===== config.mk =====
export PLATFORM = sky130hd
export DESIGN_NAME = jesd207_ensm_responder_flat
export DESIGN_NICKNAME = d
export VERILOG_FILES = /design/src/rtl/jesd207_ensm_responder_if.sv /design/src/rtl/jesd207_ensm_responder.sv /design/src/flat_wrapper.sv
export SDC_FILE = /design/constraint.sdc
export NUM_CORES = 1
export LEC_CHECK = 0
export BUFFER_PORTS_ARGS = -buffer_cell sky130_fd_sc_hd__buf_2
export CAP_MARGIN = 40
export CORE_MARGIN = 5
export CORE_UTILIZATION = 45
export DETAILED_ROUTE_END_ITERATION = 10
export HOLD_SLACK_MARGIN = 0.02
export PLACE_DENSITY = 0.75
export SYNTH_ARGS = -nofsm -noshare
export SYNTH_HDL_FRONTEND = slang
export SYNTH_SLANG_ARGS = --single-unit

===== constraint.sdc =====
create_clock -name mclk -period 1.35 [get_ports mclk]
set_input_delay 0.0675 -clock mclk [delete_from_list [all_inputs] [get_ports mclk]]
set_output_delay 0.0675 -clock mclk [all_outputs]
set_load 0.005 [all_outputs]

===== src/rtl/jesd207_ensm_responder_if.sv =====
// jesd207_ensm_responder_if: JESD207 control pair, local RX source and TX deframe bus.
// Revision 1.0 - initial release
`default_nettype none

interface jesd207_ensm_responder_if #(
  parameter int DW = 12
);
  logic          enable;
  logic          txnrx;
  logic [DW-1:0] s_data;
  logic          s_valid;
  logic          s_ready;
  logic [DW-1:0] rx_data;
  logic          rx_frame;
  logic [DW-1:0] tx_data;
  logic          tx_frame;
  logic [DW-1:0] m_data;
  logic          m_valid;
  logic          m_first;
  logic [2:0]    state;
  logic          underrun;
  logic          frame_err;

  modport master (
    output enable, txnrx, s_data, s_valid, tx_data, tx_frame,
    input  s_ready, rx_data, rx_frame, m_data, m_valid, m_first, state, underrun, frame_err
  );

  modport slave (
    input  enable, txnrx, s_data, s_valid, tx_data, tx_frame,
    output s_ready, rx_data, rx_frame, m_data, m_valid, m_first, state, underrun, frame_err
  );
endinterface

`default_nettype wire


===== src/rtl/jesd207_ensm_responder.sv =====
// jesd207_ensm_responder: RF-side ENSM, framed RX source and TX deframer.
// Optional macro JESD207_PULSE_MODE_EN selects pulse-mode enable. Revision 1.0
`default_nettype none

module jesd207_ensm_responder #(
  parameter int DW        = 12,
  parameter int FRAME_LEN = 2,
  parameter int EN_DELAY  = 4
) (
  input wire logic                 mclk,
  input wire logic                 rstn,
  jesd207_ensm_responder_if.slave  bus
);

  localparam int IW = $clog2(FRAME_LEN);
  localparam logic [3:0] c_DELAY_LOAD = 4'(EN_DELAY - 1);

  typedef enum logic [2:0] {
    S_IDLE     = 3'd0,
    S_RX_WAIT  = 3'd1,
    S_RX       = 3'd2,
    S_RX_DRAIN = 3'd3,
    S_TX_WAIT  = 3'd4,
    S_TX       = 3'd5
  } state_t;

  state_t          r_state, w_state_nxt;
  logic            r_en;
  logic [3:0]      r_cnt;
  logic            w_cnt_load;
  logic [IW-1:0]   r_idx, w_idx_inc;
  logic [DW-1:0]   r_rx_data;
  logic            r_rx_frame, r_underrun;
  logic [DW-1:0]   r_txd, r_m_data;
  logic            r_txf, r_tx_v;
  logic            r_aligned;
  logic [IW-1:0]   r_tidx, w_tidx_inc;
  logic            r_m_valid, r_m_first, r_frame_err;
  logic            w_rise, w_fall, w_start, w_stop;
  logic            w_rx_slot, w_tx_go;

  assign w_rise = bus.enable & ~r_en;
  assign w_fall = ~bus.enable & r_en;

`ifdef JESD207_PULSE_MODE_EN
  // Each rising edge toggles the burst; the enable level carries no meaning.
  assign w_start = w_rise;
  assign w_stop  = w_rise;
`else
  assign w_start = w_rise;
  assign w_stop  = w_fall;
`endif

  assign w_idx_inc  = r_idx + IW'(1);
  assign w_tidx_inc = r_tidx + IW'(1);
  assign w_rx_slot  = (r_state == S_RX) || (r_state == S_RX_DRAIN);
  assign w_tx_go    = r_tx_v && (r_state == S_TX) && (w_state_nxt == S_TX);

  always_ff @(posedge mclk or negedge rstn) begin
    if (!rstn) begin
      r_state <= S_IDLE;
      r_en    <= 1'b0;
      r_cnt   <= 4'd0;
    end else begin
      r_state <= w_state_nxt;
      r_en    <= bus.enable;
      if (w_cnt_load)
        r_cnt <= c_DELAY_LOAD;
      else if (((r_state == S_RX_WAIT) || (r_state == S_TX_WAIT)) && (r_cnt != 4'd0))
        r_cnt <= r_cnt - 4'd1;
    end
  end

  always_comb begin
    w_state_nxt = r_state;
    w_cnt_load  = 1'b0;
    case (r_state)
      S_IDLE: begin
        if (w_start) begin
          w_state_nxt = bus.txnrx ? S_TX_WAIT : S_RX_WAIT;
          w_cnt_load  = 1'b1;
        end
      end
      S_RX_WAIT: begin
        if (w_stop)              w_state_nxt = S_IDLE;
        else if (r_cnt == 4'd0)  w_state_nxt = S_RX;
      end
      S_TX_WAIT: begin
        if (w_stop)              w_state_nxt = S_IDLE;
        else if (r_cnt == 4'd0)  w_state_nxt = S_TX;
      end
      // The slot served this cycle still counts; drain only if the frame is unfinished.
      S_RX: begin
        if (w_stop) w_state_nxt = (w_idx_inc == '0) ? S_IDLE : S_RX_DRAIN;
      end
      S_RX_DRAIN: begin
        if (w_idx_inc == '0) w_state_nxt = S_IDLE;
      end
      S_TX: begin
        if (w_stop) w_state_nxt = S_IDLE;
      end
      default: w_state_nxt = S_IDLE;
    endcase
  end

  always_ff @(posedge mclk or negedge rstn) begin
    if (!rstn) begin
      r_rx_data  <= '0;
      r_rx_frame <= 1'b0;
      r_idx      <= '0;
      r_underrun <= 1'b0;
    end else if (w_rx_slot) begin
      r_rx_data  <= bus.s_valid ? bus.s_data : '0;
      r_rx_frame <= (r_idx == '0);
      r_idx      <= w_idx_inc;
      if (!bus.s_valid) r_underrun <= 1'b1;
    end else begin
      r_rx_data  <= '0;
      r_rx_frame <= 1'b0;
      r_idx      <= '0;
    end
  end

  always_ff @(posedge mclk or negedge rstn) begin
    if (!rstn) begin
      r_txd       <= '0;
      r_txf       <= 1'b0;
      r_tx_v      <= 1'b0;
      r_aligned   <= 1'b0;
      r_tidx      <= '0;
      r_m_data    <= '0;
      r_m_valid   <= 1'b0;
      r_m_first   <= 1'b0;
      r_frame_err <= 1'b0;
    end else begin
      r_txd       <= bus.tx_data;
      r_txf       <= bus.tx_frame;
      r_tx_v      <= (r_state == S_TX);
      r_m_valid   <= 1'b0;
      r_m_first   <= 1'b0;
      r_frame_err <= 1'b0;
      if (r_state != S_TX) begin
        r_aligned <= 1'b0;
        r_tidx    <= '0;
      end else if (w_tx_go) begin
        if (r_aligned && (r_txf == (r_tidx == '0))) begin
          r_m_valid <= 1'b1;
          r_m_first <= (r_tidx == '0);
          r_m_data  <= r_txd;
          r_tidx    <= w_tidx_inc;
        end else begin
          // Marker either starts alignment or disagrees with the running index.
          r_frame_err <= r_aligned;
          if (r_txf) begin
            r_aligned <= 1'b1;
            r_m_valid <= 1'b1;
            r_m_first <= 1'b1;
            r_m_data  <= r_txd;
            r_tidx    <= IW'(1);
          end else begin
            r_aligned <= 1'b0;
            r_tidx    <= '0;
          end
        end
      end
    end
  end

  assign bus.state     = r_state;
  assign bus.s_ready   = w_rx_slot;
  assign bus.rx_data   = r_rx_data;
  assign bus.rx_frame  = r_rx_frame;
  assign bus.underrun  = r_underrun;
  assign bus.m_data    = r_m_data;
  assign bus.m_valid   = r_m_valid;
  assign bus.m_first   = r_m_first;
  assign bus.frame_err = r_frame_err;

endmodule

`default_nettype wire


===== src/flat_wrapper.sv =====
// flat-port wrapper written by rule: the top's interface ports become plain ports
module jesd207_ensm_responder_flat 
#(
  parameter int DW        = 12,
  parameter int FRAME_LEN = 2,
  parameter int EN_DELAY  = 4
)
  (mclk, rstn, bus_enable, bus_txnrx, bus_s_data, bus_s_valid, bus_tx_data, bus_tx_frame, bus_s_ready, bus_rx_data, bus_rx_frame, bus_m_data, bus_m_valid, bus_m_first, bus_state, bus_underrun, bus_frame_err);
  jesd207_ensm_responder_if #(.DW(DW)) bus_i ();
  input wire logic mclk;
  input wire logic rstn;
  input wire logic [$bits(bus_i.enable)-1:0] bus_enable;
  input wire logic [$bits(bus_i.txnrx)-1:0] bus_txnrx;
  input wire logic [$bits(bus_i.s_data)-1:0] bus_s_data;
  input wire logic [$bits(bus_i.s_valid)-1:0] bus_s_valid;
  input wire logic [$bits(bus_i.tx_data)-1:0] bus_tx_data;
  input wire logic [$bits(bus_i.tx_frame)-1:0] bus_tx_frame;
  output wire logic [$bits(bus_i.s_ready)-1:0] bus_s_ready;
  output wire logic [$bits(bus_i.rx_data)-1:0] bus_rx_data;
  output wire logic [$bits(bus_i.rx_frame)-1:0] bus_rx_frame;
  output wire logic [$bits(bus_i.m_data)-1:0] bus_m_data;
  output wire logic [$bits(bus_i.m_valid)-1:0] bus_m_valid;
  output wire logic [$bits(bus_i.m_first)-1:0] bus_m_first;
  output wire logic [$bits(bus_i.state)-1:0] bus_state;
  output wire logic [$bits(bus_i.underrun)-1:0] bus_underrun;
  output wire logic [$bits(bus_i.frame_err)-1:0] bus_frame_err;
  assign bus_i.enable = bus_enable;
  assign bus_i.txnrx = bus_txnrx;
  assign bus_i.s_data = bus_s_data;
  assign bus_i.s_valid = bus_s_valid;
  assign bus_i.tx_data = bus_tx_data;
  assign bus_i.tx_frame = bus_tx_frame;
  assign bus_s_ready = bus_i.s_ready;
  assign bus_rx_data = bus_i.rx_data;
  assign bus_rx_frame = bus_i.rx_frame;
  assign bus_m_data = bus_i.m_data;
  assign bus_m_valid = bus_i.m_valid;
  assign bus_m_first = bus_i.m_first;
  assign bus_state = bus_i.state;
  assign bus_underrun = bus_i.underrun;
  assign bus_frame_err = bus_i.frame_err;
  jesd207_ensm_responder #(.DW(DW), .FRAME_LEN(FRAME_LEN), .EN_DELAY(EN_DELAY)) u_core (.mclk(mclk), .rstn(rstn), .bus(bus_i));
endmodule

Word-level counts from Yosys, hierarchy flattened
Index checks and enable logic that the tools add are counted.

$add $sub $neg: 3. Multiply operators: 0. Div/mod/pow operators: 0. Order comparisons: 0. Equal/unequal tests: 9. Shifts and indexed selects: 0. Muxes and demuxes: 37. Bitwise operators: 8. Reduce and logical (&&, ||, !) cells: 15.

Operator list (number): $mux 12 (4); $mux 3 (9); $mux 1 (20); $pmux 3 s6 (1); $eq 3x3->1 const B (3); $mux 4 (2); $eq 3x2->1 const B (2); $not 1->1 (6); $reduce_bool 2->1 (3); $logic_and 1x1->1 (4); $logic_not 4->1 (1); $reduce_and 2->1 (2); $reduce_bool 4->1 (1); $sub 4x1->4 const B (1); $eq 3x1->1 const B (1); $logic_not 3->1 (1); $ne 3x3->1 const B (1); $reduce_and 3->1 (1); $add 1x1->1 const B (2); $and 1x1->1 (2); $logic_or 1x1->1 (2); $mux 2 (1); $ne 2x1->1 const B (1); $eq 1x1->1 (1).

Flip-flop bits (word level): 54. Latch bits: 0. RAM bits: 0. Bits in read-only memories: 0. Bits of input ports: 30. Output and inout bits: 33. Word-level logic and storage cells: 88. Memories: 0.

Longest topological paths before layout
Word-level depth: 8. Mapped depth: 6. Gate-level depth less buffers: 6.

Least setup slack after synthesis
OpenSTA, ideal clock, no wires.

Path type: register to register. From: register u_core.r_state[0] (netlist: u_core.bus.state[0]). To: register u_core.r_m_data[10] (netlist: u_core.bus.m_data[10]). Library setup time: 0.125 ns. Arrival time: 1.380 ns. Required time: 1.225 ns. Slack: -0.155 ns. Stages on the path, launching flop included: 7. Path buffers: 2. Clock period less this slack: 1.505 ns. Cells stage by stage: dfrtp_1 > inv_2 > nor3_2 > and4b_1 > buf_6 > buf_12 > mux2_4.

Cells in the longest elaborated chain, start to end: 6. Elaborated cells between the ends (all ways): 21. Classes of those cells: 7 x eq/ne; 9 x mux; 1 x bitwise; 4 x reduce/logical.

RTL lines: start, declared (line jesd207_ensm_responder.sv:27) `state_t r_state, w_state_nxt;`; start signal, assigned (line jesd207_ensm_responder.sv:65) `r_state <= w_state_nxt;`; $mux 3 (on tied branches) (line jesd207_ensm_responder.sv:90, jesd207_ensm_responder.sv:86); $mux 3 (on tied branches) (line jesd207_ensm_responder.sv:89, jesd207_ensm_responder.sv:85); $pmux 3 s6 (line jesd207_ensm_responder.sv:77) `case (r_state)`; $eq 3x3->1 (line jesd207_ensm_responder.sv:57) `assign w_tx_go = r_tx_v && (r_state == S_TX) && (w_state_nxt == S_TX);`; $logic_and 1x1->1 (line jesd207_ensm_responder.sv:57); $reduce_and 3->1 (no source line) (*); end signal, assigned (line jesd207_ensm_responder.sv:149) `r_m_data <= r_txd;`; end signal, assigned (line jesd207_ensm_responder.sv:158) `r_m_data <= r_txd;`; end, declared (line jesd207_ensm_responder.sv:34) `logic [DW-1:0] r_txd, r_m_data;`.

Mark *: on every way between the ends. The rest lies on a longest branch, timed or not. A chain may end at the register's enable or synchronous reset.

Worst setup path after layout
From: register u_core.r_en. To: register u_core.r_m_data[4] (netlist: u_core.bus.m_data[4]).

Cells in the longest elaborated chain, start to end: 7. Elaborated cells between the ends (all ways): 12. Classes of those cells: 1 x eq/ne; 6 x mux; 3 x bitwise; 2 x reduce/logical.

RTL lines: start, declared (line jesd207_ensm_responder.sv:28) `logic r_en;`; start signal, assigned (line jesd207_ensm_responder.sv:66) `r_en <= bus.enable;`; $not 1->1 (line jesd207_ensm_responder.sv:42) `assign w_rise = bus.enable & ~r_en;`; $and 1x1->1 (line jesd207_ensm_responder.sv:42); $mux 3 (line jesd207_ensm_responder.sv:79) `if (w_start) begin`; $pmux 3 s6 (*) (line jesd207_ensm_responder.sv:77); $eq 3x3->1 (*) (line jesd207_ensm_responder.sv:57); $logic_and 1x1->1 (*) (line jesd207_ensm_responder.sv:57); $reduce_and 3->1 (no source line) (*).

Marked as above.

==> flow_summary.json <==
{
  "p_clk_frac": 0.219,
  "ys_ff_latch": 53,
  "syn-instance-count": 135,
  "timing.critical_path.required_ps": 1550,
  "worstSetupStartpointType": "flip-flop",
  "clk_pin_slew_ps": 100,
  "grt_pass1_vias": 1565,
  "gp_congestion": 0.769,
  "critPathKind": "reg -> reg",
  "die_area_um2": 5780,
  "track_usage": 0.177,
  "core_um2": 4290,
  "clock_path_buffers": 2,
  "nNetsFinal": 292,
  "worst-slew-pin-transition_ps": 303,
  "htree_levels": 2,
  "cp.arrival_ps": 1710,
  "cellLeakagePower_nw": 1.65,
  "routed_wl_um": 5210,
  "relSlewSlack": 0.797,
  "grt_setup_unrepaired": "yes",
  "die_width_um": 76.1,
  "cp_max_fo": 13,
  "dr_total_vias": 1523,
  "power.density_nw_per_um2": 1650,
  "netlist_area_um2": 1960,
  "cts_tree": "yes",
  "synthesis.nets": 166,
  "dp.cells": 261,
  "power.sequential.fraction": 0.414,
  "yosys_warnings": 0,
  "ys_types": 35,
  "synth_area_leader_cell": "dfrtp_1",
  "start_util": 0.457,
  "cts_buffers": 5,
  "hp-class": "in -> reg",
  "hold_slack_ps": 59.3,
  "place_area_um2": 2460,
  "synth.area.top_cells": "dfrtp_1 68%, mux2_4 6.9%, and3_1 4.1%, mux2_2 1.7%, nand2b_1 1.3%",
  "finalSetupViolations": 20,
  "overflow": 0,
  "clock_sinks": 53,
  "ioPinCount": 63,
  "first_pass_iters": 4,
  "peakVddDrop_v": 0.000874,
  "drt-initial-drc-count": 132,
  "grt_pass1_wl_um": 8220,
  "final_layout_size_suffix_gt1_frac": 0.542,
  "placement.io_buffers": 62,
  "hold_viol": 0,
  "die_h_um": 76.1,
  "p_sw_w": 0.00150,
  "ant_nets": 0,
  "clock_latency_ps": 310,
  "area_delta_synth_final_pct": 59.3,
  "p_int_w": 0.00365,
  "final_cells": 315,
  "wl_per_cell_um": 16.5,
  "fin_area_um2": 3130,
  "final_max_slew_viol_count": 0,
  "violations": "negative setup slack",
  "grt_max_degree": 54,
  "syn_avg_cell_area_um2": 14.5,
  "root_buffer": "clkbuf_8",
  "status": "finished, violations left",
  "p_sw_frac": 0.291,
  "yosysSeqAreaShare": 0.676,
  "fillCellCount": 271,
  "min_period_ps": 1520,
  "endpoint_kind": "flip-flop",
  "drc": 0,
  "max_freq_mhz": 658,
  "routed_via_density": 4.83,
  "cap_violations": 0,
  "antenna_found_initial": 1,
  "row_count": 24,
  "fin_crit_sh": 1.13,
  "clock_skew_ps": 11.0,
  "synth.top_cell.area_share": 0.676,
  "pwr-share-comb": 0.367,
  "hpwlAfterDp_um": 2920,
  "finalWorstSetupSlack_ps": -169
}
repair_timing:
item / 4_1_cts / 5_1_grt
resized for setup: 14 / 16
setup endpoints to repair: 19 / 23
hold buffers: 27 / 0
hold endpoints to repair: 79 / 0
buffers inserted: 5 / 14
pin swaps: 5 / 7
per-stage QoR:
step	setup TNS [ps]	util	total power (W)	worst slack, ps
detailed placement	-1890	0.573	0.00339	-156
CTS	-2400	0.689	0.00476	-159
global placement	-1500	0.573	0.00333	-125
floorplan	-1560	-	0.00279	-155
global route	-4270	0.728	0.00543	-252
finish	-2710	0.728	0.00515	-169
worst max-delay path, stage by stage, from the launching register on:
cell     delay, ps
dfrtp_1        400
nor2b_4        140
nor3_2         120
and4b_1        260
buf_12         170
mux2_4         310
registers in the layout, summed over array words and instances, names as in the netlist:
name                  cells
u_core.bus.frame_err      1
u_core.r_txf              1
u_core.bus.m_data        12
u_core.bus.state          3
u_core.r_tx_v             1
u_core.bus.underrun       1
u_core.r_tidx             1
u_core.r_cnt              4
u_core.r_txd             12
u_core.bus.rx_data       12
u_core.r_idx              1
u_core.bus.m_valid        1
u_core.r_en               1
u_core.r_aligned          1
u_core.bus.m_first        1
cell usage after synthesis (all sizes together):
cell	n
xnor2	2
nand2	4
nor4	1
o21bai	2
nand4bb	1
and4	1
ha	1
nor3	5
nand2b	4
nor2	4
nor2b	2
dfrtp	53
mux2i	2
buf	4
mux2	12
a21oi	4
o221ai	1
o21ai	2
or4	1
a31oi	1
inv	5
a311oi	1
nor3b	3
and4b	1
and3	13
a31o	1
clkbuf	2
or2	1
a22oi	1
area by class of cell:
class,instances,area (µm²),area share
inverters,5,21.3,0.00680
flip-flops and latches,53,1330,0.425
clock buffers,6,82.6,0.0264
multi-input cells,71,698,0.223
well taps,52,65.1,0.0208
clock inverters,2,37.5,0.0120
repair buffers,125,892,0.285
diodes,1,2.50,0.000800
cells by family (layout without fill, tap and decap cells):
| kind of cell | count (synthesis) | in the layout | share of synthesized area |
|---|---|---|---|
| AO/OA/AOI/OAI | 13 | 13 | 0.0465 |
| adder cells (fa/ha/maj) | 1 | 1 | 0.00637 |
| buffers and inverters | 11 | 138 | 0.0344 |
| AND/OR/NAND/NOR | 41 | 41 | 0.132 |
| multiplexers | 14 | 14 | 0.0962 |
| flip-flops | 53 | 53 | 0.676 |
| XOR/XNOR | 2 | 2 | 0.00892 |
| other | 0 | 1 | 0 |
per-layer routing:
layer  part of all wire  vias up  GRT usage
li1                   -      720          -
met1               0.42      740      0.218
met2               0.51       50      0.302
met3              0.047       13     0.0508
met4              0.028        0     0.0507
met5                  0        -          0
placed cells by master, fill, tap and decap left out, types with 3 or more instances in the layout:
master	synthesis	final
nor2_1	4	3
buf_6	1	5
nand2_1	4	4
inv_1	4	3
mux2_4	9	12
nor3_2	1	3
buf_4	0	28
and3_1	13	13
buf_2	2	63
nand2b_4	0	3
dfrtp_1	53	52
clkbuf_8	0	6
dlygate4sd3_1	0	27
power groups by stage:
stage                     clock network [W]  logic, W  registers (W)
final                               0.00113   0.00189        0.00213
after global routing                0.00121   0.00203        0.00218
after CTS                           0.00114   0.00147        0.00214
after detailed placement                  0   0.00124        0.00215
after global placement                    0   0.00119        0.00213
after floorplan                           0  0.000660        0.00213
final timing paths:
kind                                 start              endpoint  slack, ps  cells after the start
max                            u_core.r_en  u_core.bus.m_data[4]       -170                      5
min                             bus_enable           u_core.r_en         60                      2
max reg2reg                    u_core.r_en  u_core.bus.m_data[4]       -170                      5
min reg2reg                u_core.r_txd[5]  u_core.bus.m_data[5]        480                      1
max in group asynchronous             rstn   u_core.bus.state[2]        820                      3
min in group asynchronous             rstn       u_core.r_txd[5]        290                      3
(Power assumes the default switching activity.)
